## src/rtl/sram_bist_pkg.sv

```systemverilog
// Shared types and March C- element tables for the SRAM BIST controller.
package sram_bist_pkg;

  typedef enum logic [1:0] {
    ST_IDLE,
    ST_RUN,
    ST_DRAIN,
    ST_DONE
  } state_t;

  // March element index, 0..5.
  typedef logic [2:0] elem_t;

  localparam elem_t E0 = 3'd0;
  localparam elem_t E1 = 3'd1;
  localparam elem_t E2 = 3'd2;
  localparam elem_t E3 = 3'd3;
  localparam elem_t E4 = 3'd4;
  localparam elem_t E5 = 3'd5;

  // Element tables: bit i describes element Ei.
  //   E0 up w0 | E1 up r0,w1 | E2 up r1,w0 | E3 dn r0,w1 | E4 dn r1,w0 | E5 up r0
  localparam logic [5:0] ELEM_DOWN   = 6'b01_1000;  // descending address order
  localparam logic [5:0] ELEM_HAS_RD = 6'b11_1110;  // element starts with a read
  localparam logic [5:0] ELEM_HAS_WR = 6'b01_1111;  // element ends with a write
  localparam logic [5:0] ELEM_RD_BIT = 6'b01_0100;  // expected background of the read
  localparam logic [5:0] ELEM_WR_BIT = 6'b00_1010;  // background written

endpackage

```

## src/rtl/sram_march_bist_if.sv

```systemverilog
// Bus between the BIST controller and its environment: macro BIST port
// signals plus the start/status/result group.
interface sram_march_bist_if #(
  parameter int P_ADDR_WIDTH = 10,
  parameter int P_DATA_WIDTH = 16
);
  logic                    START;
  logic                    BIST_EN;
  logic                    BIST_MEN;
  logic                    BIST_WEN;
  logic                    BIST_REN;
  logic [P_ADDR_WIDTH-1:0] BIST_ADDR;
  logic [P_DATA_WIDTH-1:0] BIST_DIN;
  logic [P_DATA_WIDTH-1:0] BIST_BM;
  logic [P_DATA_WIDTH-1:0] BIST_DOUT;
  logic                    BUSY;
  logic                    DONE;
  logic                    FAIL;
  logic [2:0]              FAIL_ELEM;
  logic [P_ADDR_WIDTH-1:0] FAIL_ADDR;
  logic [P_DATA_WIDTH-1:0] FAIL_BITS;

  // Controller side.
  modport master (
    input  START, BIST_DOUT,
    output BIST_EN, BIST_MEN, BIST_WEN, BIST_REN, BIST_ADDR, BIST_DIN, BIST_BM,
    output BUSY, DONE, FAIL, FAIL_ELEM, FAIL_ADDR, FAIL_BITS
  );

  // Environment side: macro plus whoever launches the test.
  modport slave (
    output START, BIST_DOUT,
    input  BIST_EN, BIST_MEN, BIST_WEN, BIST_REN, BIST_ADDR, BIST_DIN, BIST_BM,
    input  BUSY, DONE, FAIL, FAIL_ELEM, FAIL_ADDR, FAIL_BITS
  );
endinterface

```

## src/rtl/sram_bist_cmp.sv

```systemverilog
// One-stage read compare pipeline with sticky fail flag and first-failure
// capture. A read issued at edge k is compared against DOUT at edge k+1.
module sram_bist_cmp
  import sram_bist_pkg::*;
#(
  parameter int P_ADDR_WIDTH = 10,
  parameter int P_DATA_WIDTH = 16
) (
  input  logic                    clk,
  input  logic                    rst,
  input  logic                    clear,
  input  logic                    rd_issue,
  input  logic [P_DATA_WIDTH-1:0] rd_exp,
  input  elem_t                   rd_elem,
  input  logic [P_ADDR_WIDTH-1:0] rd_addr,
  input  logic [P_DATA_WIDTH-1:0] dout,
  output logic                    fail,
  output elem_t                   fail_elem,
  output logic [P_ADDR_WIDTH-1:0] fail_addr,
  output logic [P_DATA_WIDTH-1:0] fail_bits
);

  logic                    pipe_vld;
  logic [P_DATA_WIDTH-1:0] pipe_exp;
  elem_t                   pipe_elem;
  logic [P_ADDR_WIDTH-1:0] pipe_addr;
  logic [P_DATA_WIDTH-1:0] diff;

  assign diff = dout ^ pipe_exp;

  // Register the issued read, then compare and capture only the first mismatch.
  always_ff @(posedge clk) begin
    // NOTE: state uses non-blocking assignments so every register samples
    // pre-edge values regardless of statement order.
    if (rst || clear) begin
      pipe_vld  <= 1'b0;
      pipe_exp  <= '0;
      pipe_elem <= E0;
      pipe_addr <= '0;
      fail      <= 1'b0;
      fail_elem <= E0;
      fail_addr <= '0;
      fail_bits <= '0;
    end else begin
      pipe_vld  <= rd_issue;
      pipe_exp  <= rd_exp;
      pipe_elem <= rd_elem;
      pipe_addr <= rd_addr;
      if (pipe_vld && (diff != '0) && !fail) begin
        fail      <= 1'b1;
        fail_elem <= pipe_elem;
        fail_addr <= pipe_addr;
        fail_bits <= diff;
      end
    end
  end

endmodule

```

## src/rtl/sram_march_bist.sv

```systemverilog
// March C- BIST sequencer for one BIST port of a 2-port SRAM macro.
// Issues one op per cycle over 10*N cycles, then drains one cycle for the
// last compare and parks in DONE with the results.
module sram_march_bist
  import sram_bist_pkg::*;
#(
  parameter int P_ADDR_WIDTH = 10,
  parameter int P_DATA_WIDTH = 16
) (
  input  logic               BIST_CLK,
  input  logic               BIST_RST,
  sram_march_bist_if.master  bus
);

  localparam logic [P_ADDR_WIDTH-1:0] ADDR_MAX = '1;

  state_t                  state, state_nxt;
  elem_t                   elem, elem_nxt;
  logic [P_ADDR_WIDTH-1:0] addr, addr_nxt, addr_last;
  logic                    phase, phase_nxt;   // 0: first op of the address, 1: trailing write
  logic                    start_ok;
  logic                    op_rd;
  logic                    op_wr;

  // Sequencer state, element, address and phase registers.
  always_ff @(posedge BIST_CLK) begin
    if (BIST_RST) begin
      state <= ST_IDLE;
      elem  <= E0;
      addr  <= '0;
      phase <= 1'b0;
    end else begin
      state <= state_nxt;
      elem  <= elem_nxt;
      addr  <= addr_nxt;
      phase <= phase_nxt;
    end
  end

  // Next-state, counter stepping and op decode.
  always_comb begin
    // NOTE: every output gets a default first so no path can infer a latch.
    state_nxt = state;
    elem_nxt  = elem;
    addr_nxt  = addr;
    phase_nxt = phase;
    start_ok  = 1'b0;
    op_rd     = 1'b0;
    op_wr     = 1'b0;
    addr_last = ELEM_DOWN[elem] ? '0 : ADDR_MAX;

    case (state)
      ST_IDLE, ST_DONE: begin
        if (bus.START) begin
          start_ok  = 1'b1;
          state_nxt = ST_RUN;
          elem_nxt  = E0;
          addr_nxt  = '0;
          phase_nxt = 1'b0;
        end
      end
      ST_RUN: begin
        op_rd = ELEM_HAS_RD[elem] && !phase;
        op_wr = !op_rd;
        if (op_rd && ELEM_HAS_WR[elem]) begin
          phase_nxt = 1'b1;
        end else begin
          phase_nxt = 1'b0;
          if (addr == addr_last) begin
            if (elem == E5) begin
              state_nxt = ST_DRAIN;
            end else begin
              elem_nxt = elem + 3'd1;
              addr_nxt = ELEM_DOWN[elem_nxt] ? ADDR_MAX : '0;
            end
          end else begin
            addr_nxt = ELEM_DOWN[elem] ? addr - 1'b1 : addr + 1'b1;
          end
        end
      end
      ST_DRAIN: state_nxt = ST_DONE;
      default:  state_nxt = ST_IDLE;
    endcase
  end

  assign bus.BIST_EN   = (state == ST_RUN) || (state == ST_DRAIN);
  assign bus.BUSY      = (state == ST_RUN) || (state == ST_DRAIN);
  assign bus.DONE      = (state == ST_DONE);
  assign bus.BIST_MEN  = op_rd | op_wr;
  assign bus.BIST_WEN  = op_wr;
  assign bus.BIST_REN  = op_rd;
  assign bus.BIST_ADDR = (op_rd | op_wr) ? addr : '0;
  assign bus.BIST_DIN  = {P_DATA_WIDTH{op_wr & ELEM_WR_BIT[elem]}};
  assign bus.BIST_BM   = '1;

  sram_bist_cmp #(
    .P_ADDR_WIDTH(P_ADDR_WIDTH),
    .P_DATA_WIDTH(P_DATA_WIDTH)
  ) u_cmp (
    .clk       (BIST_CLK),
    .rst       (BIST_RST),
    .clear     (start_ok),
    .rd_issue  (op_rd),
    .rd_exp    ({P_DATA_WIDTH{ELEM_RD_BIT[elem]}}),
    .rd_elem   (elem),
    .rd_addr   (addr),
    .dout      (bus.BIST_DOUT),
    .fail      (bus.FAIL),
    .fail_elem (bus.FAIL_ELEM),
    .fail_addr (bus.FAIL_ADDR),
    .fail_bits (bus.FAIL_BITS)
  );

endmodule

```

## src/flat_wrapper.sv

```systemverilog
// flat-port wrapper written by rule: the top's interface ports become plain ports
module sram_march_bist_flat import sram_bist_pkg::*;
#(
  parameter int P_ADDR_WIDTH = 10,
  parameter int P_DATA_WIDTH = 16
)
  (BIST_CLK, BIST_RST, bus_START, bus_BIST_DOUT, bus_BIST_EN, bus_BIST_MEN, bus_BIST_WEN, bus_BIST_REN, bus_BIST_ADDR, bus_BIST_DIN, bus_BIST_BM, bus_BUSY, bus_DONE, bus_FAIL, bus_FAIL_ELEM, bus_FAIL_ADDR, bus_FAIL_BITS);
  sram_march_bist_if #(.P_ADDR_WIDTH(P_ADDR_WIDTH), .P_DATA_WIDTH(P_DATA_WIDTH)) bus_i ();
  input  logic BIST_CLK;
  input  logic BIST_RST;
  input wire logic [$bits(bus_i.START)-1:0] bus_START;
  input wire logic [$bits(bus_i.BIST_DOUT)-1:0] bus_BIST_DOUT;
  output wire logic [$bits(bus_i.BIST_EN)-1:0] bus_BIST_EN;
  output wire logic [$bits(bus_i.BIST_MEN)-1:0] bus_BIST_MEN;
  output wire logic [$bits(bus_i.BIST_WEN)-1:0] bus_BIST_WEN;
  output wire logic [$bits(bus_i.BIST_REN)-1:0] bus_BIST_REN;
  output wire logic [$bits(bus_i.BIST_ADDR)-1:0] bus_BIST_ADDR;
  output wire logic [$bits(bus_i.BIST_DIN)-1:0] bus_BIST_DIN;
  output wire logic [$bits(bus_i.BIST_BM)-1:0] bus_BIST_BM;
  output wire logic [$bits(bus_i.BUSY)-1:0] bus_BUSY;
  output wire logic [$bits(bus_i.DONE)-1:0] bus_DONE;
  output wire logic [$bits(bus_i.FAIL)-1:0] bus_FAIL;
  output wire logic [$bits(bus_i.FAIL_ELEM)-1:0] bus_FAIL_ELEM;
  output wire logic [$bits(bus_i.FAIL_ADDR)-1:0] bus_FAIL_ADDR;
  output wire logic [$bits(bus_i.FAIL_BITS)-1:0] bus_FAIL_BITS;
  assign bus_i.START = bus_START;
  assign bus_i.BIST_DOUT = bus_BIST_DOUT;
  assign bus_BIST_EN = bus_i.BIST_EN;
  assign bus_BIST_MEN = bus_i.BIST_MEN;
  assign bus_BIST_WEN = bus_i.BIST_WEN;
  assign bus_BIST_REN = bus_i.BIST_REN;
  assign bus_BIST_ADDR = bus_i.BIST_ADDR;
  assign bus_BIST_DIN = bus_i.BIST_DIN;
  assign bus_BIST_BM = bus_i.BIST_BM;
  assign bus_BUSY = bus_i.BUSY;
  assign bus_DONE = bus_i.DONE;
  assign bus_FAIL = bus_i.FAIL;
  assign bus_FAIL_ELEM = bus_i.FAIL_ELEM;
  assign bus_FAIL_ADDR = bus_i.FAIL_ADDR;
  assign bus_FAIL_BITS = bus_i.FAIL_BITS;
  sram_march_bist #(.P_ADDR_WIDTH(P_ADDR_WIDTH), .P_DATA_WIDTH(P_DATA_WIDTH)) u_core (.BIST_CLK(BIST_CLK), .BIST_RST(BIST_RST), .bus(bus_i));
endmodule
```

## config.mk

```make
export PLATFORM = sky130hd
export DESIGN_NAME = sram_march_bist_flat
export DESIGN_NICKNAME = d
export VERILOG_FILES = /design/src/rtl/sram_bist_pkg.sv /design/src/rtl/sram_march_bist_if.sv /design/src/rtl/sram_bist_cmp.sv /design/src/rtl/sram_march_bist.sv /design/src/flat_wrapper.sv
export SDC_FILE = /design/constraint.sdc
export NUM_CORES = 1
export LEC_CHECK = 0
export BUFFER_PORTS_ARGS = -buffer_cell sky130_fd_sc_hd__buf_2
export CAP_MARGIN = 40
export CORE_MARGIN = 2
export CORE_UTILIZATION = 30
export CTS_CLUSTER_DIAMETER = 150
export DETAILED_ROUTE_END_ITERATION = 10
export MAX_ROUTING_LAYER = met4
export PLACE_DENSITY = 0.54
export SYNTH_ARGS = -nofsm -noshare
export SYNTH_HDL_FRONTEND = slang
export SYNTH_HIERARCHICAL = 1
export SYNTH_SLANG_ARGS = --single-unit
```

## constraint.sdc

```tcl
create_clock -name BIST_CLK -period 4.4 [get_ports BIST_CLK]
set_clock_uncertainty 0.1 [all_clocks]
set_input_delay 0.66 -clock BIST_CLK [delete_from_list [all_inputs] [get_ports BIST_CLK]]
set_output_delay 0.66 -clock BIST_CLK [all_outputs]
set_load 0.005 [all_outputs]
```

==> results.json <==
{
  "grt_max_degree": 41,
  "grt_first_pass_wirelength_um": 13200,
  "arrival_ps": 2910,
  "synth_top_family_by_area": "simple AND/OR/NAND/NOR gates",
  "setup_tns_ps": 0,
  "grt_overflow": 0,
  "path_max_fanout": 13,
  "clk_pin_slew_ps": 60,
  "antenna_found_initial": 0,
  "finalMaxSlewViolations": 0,
  "synth-edff-count": 0,
  "final_layout_size_suffix_gt1_frac": 0.217,
  "ys_ff_latch": 81,
  "grt_use_total": 0.120,
  "synth_compound_area_frac": 0.115,
  "io_pins": 97,
  "synth-simple-area-share": 0.196,
  "cts.sinks": 81,
  "drt_iter0_drc": 302,
  "relSlewSlack": 0.475,
  "end_kind": "flop",
  "syn2layout_area_growth_pct": 15.3,
  "die_w_um": 119,
  "synth_area_sq_um": 3990,
  "hpwlAfterDp_um": 5890,
  "cp.required_ps": 4530,
  "fmax_mhz": 360,
  "worst_ir_drop_vdd_mv": 0.177,
  "port_buffers": 80,
  "hp-class": "flop to flop",
  "fin_nets": 523,
  "maxCapViolCount": 0,
  "setup_viol_count_final": 0,
  "cts.root.buffer_cell": "clkbuf_16",
  "first_global_vias": 2703,
  "async_reset_ff_frac": 0,
  "clk_latency_ps": 330,
  "core-area_sq_um": 13100,
  "viasPerCell": 4.37,
  "dr.pass1.iters": 4,
  "power_density_nw_per_um2": 382,
  "wl_per_cell_um": 11.9,
  "remaining_drc_errors": 0,
  "cts_resized": 0,
  "fin_crit_sh": 0.632,
  "worst_slew_pin_slew_ps": 787,
  "rsz0062_at_grt": "false",
  "hold_viol": 0,
  "hold-worst-slack_ps": 332,
  "final_common_cell": "dfxtp_1",
  "seq_area_frac_synth": 0.407,
  "synth_cells": 431,
  "routabilityCongestion": 0.878,
  "yosys_warnings": 6,
  "cts.path.max_buffers": 2,
  "die_y_um": 119,
  "antenna_cells": 0,
  "mostFrequentLayoutCells": "dfxtp_1, buf_2, nand2_1",
  "cts_tree": "built",
  "dieArea_sq_um": 14200,
  "fill_cells": 1360,
  "num_rows": 42,
  "cp-start-kind": "flop",
  "initial_utilization": 0.304,
  "cts-htree-levels": 3,
  "ys_types": 60,
  "vias": 2921,
  "ctsHoldBuffers": 0,
  "detail-route-antenna-nets": 0,
  "synth_fa_ha_area_frac": 0.0489,
  "synthMuxAreaShare": 0.0806,
  "post_cts_buffers": 0,
  "crit_type": "flop to flop",
  "routed_wl_um": 7930,
  "synthFlopType": "dfxtp_1",
  "leakagePower_nw": 2.27,
  "synth.avg_cell_area_sq_um": 9.25,
  "min_period_ps": 2780,
  "run_status": "completed",
  "synth_xor_area_frac": 0.0483,
  "cts_buffers": 9
}
synthesized netlist by cell type (3+ instances only):
| library cell | n | share of area |
|---|---|---|
| clkbuf_1 | 12 | 0.011 |
| nand2b_1 | 3 | 0.0047 |
| xor2_1 | 20 | 0.044 |
| nor2_1 | 6 | 0.0056 |
| nor4_1 | 4 | 0.0063 |
| nand2_1 | 70 | 0.066 |
| ha_1 | 14 | 0.044 |
| o21ai_0 | 10 | 0.013 |
| o211ai_1 | 3 | 0.0056 |
| dfxtp_1 | 81 | 0.41 |
| nor2b_1 | 3 | 0.0047 |
| buf_4 | 33 | 0.062 |
| or3_1 | 4 | 0.0063 |
| a21o_1 | 4 | 0.0075 |
| a21oi_1 | 19 | 0.024 |
| inv_1 | 13 | 0.012 |
| and2_1 | 44 | 0.069 |
| and3_1 | 3 | 0.0047 |
| mux2i_1 | 31 | 0.078 |
| buf_6 | 3 | 0.0085 |
per-stage QoR:
step / total power [mW] / worst slack (ps) / util / std cells / area [sq um]
final: 1.76 / 1620 / 0.350 / 668 / 4600
after CTS: 1.79 / 1620 / 0.350 / 668 / 4600
after floorplan: 1.05 / 2040 / - / 446 / 4050
after detailed placement: 1.12 / 1530 / 0.330 / 654 / 4340
after global placement: 1.11 / 1610 / 0.330 / 654 / 4340
after global routing: 1.87 / 1400 / 0.350 / 668 / 4600
worst paths after layout:
path                             start                        end  slack, ps  cells past startpoint
max                               flop             u_core/addr[7]       1620                      6
min          u_core/u_cmp/pipe_addr[5]  u_core/u_cmp/fail_addr[5]        330                      2
max reg2reg                       flop             u_core/addr[7]       1620                      6
min reg2reg  u_core/u_cmp/pipe_addr[5]  u_core/u_cmp/fail_addr[5]        330                      2
report_power, final:
group / internal (mW) / switching [mW]
logic: 0.105 / 0.229
registers: 0.748 / 0.0177
clock network: 0.377 / 0.281
total: 1.23 / 0.528
logic make-up after synthesis:
family / after synthesis
buffers and inverters: 64
muxes: 32
other: 1
adders and majority gates: 15
and+or+nand+nor: 152
AOI/OAI and AO/OA: 64
xor gates and xnor gates: 22
DFF: 81
worst max-delay path, cell delays in order, from the launching register on:
cell and delay [ps]:
dfxtp_1 460, ha_1 460, nand4_1 250, a211oi_4 560
a21oi_1 390, nor4bb_1 230, a31o_2 220
final cells by class:
class / instances / area, sq um / area share
clock buffer: 10 / 229 / 0.0498
timing repair buffer: 83 / 423 / 0.0919
inverter: 13 / 48.8 / 0.0106
tap: 176 / 220 / 0.0479
clock inverter: 4 / 31.3 / 0.00680
multi-input combinational: 301 / 2030 / 0.440
sequential: 81 / 1620 / 0.353
flip-flops by register name, indices dropped and copies added (netlist names), named ones only:
| name | cells |
|---|---|
| u_core/addr | 10 |
| u_core/elem | 3 |
| u_core/phase | 1 |
| u_core/state | 2 |
| u_core/u_cmp/fail | 1 |
| u_core/u_cmp/fail_addr | 10 |
| u_core/u_cmp/fail_bits | 16 |
| u_core/u_cmp/fail_elem | 3 |
| u_core/u_cmp/pipe_addr | 10 |
| u_core/u_cmp/pipe_elem | 3 |
| u_core/u_cmp/pipe_exp | 16 |
| u_core/u_cmp/pipe_vld | 1 |
per-layer routing:
layer | global-route usage | vias to the layer above | share of wire
li1 | - | 1527 | -
met2 | 0.192 | 59 | 0.48
met4 | 0.0493 | 0 | 0.020
met5 | - | - | 0
met1 | 0.143 | 1324 | 0.46
met3 | 0.0330 | 11 | 0.042
No activity file was read; power rests on OpenSTA's default activity.
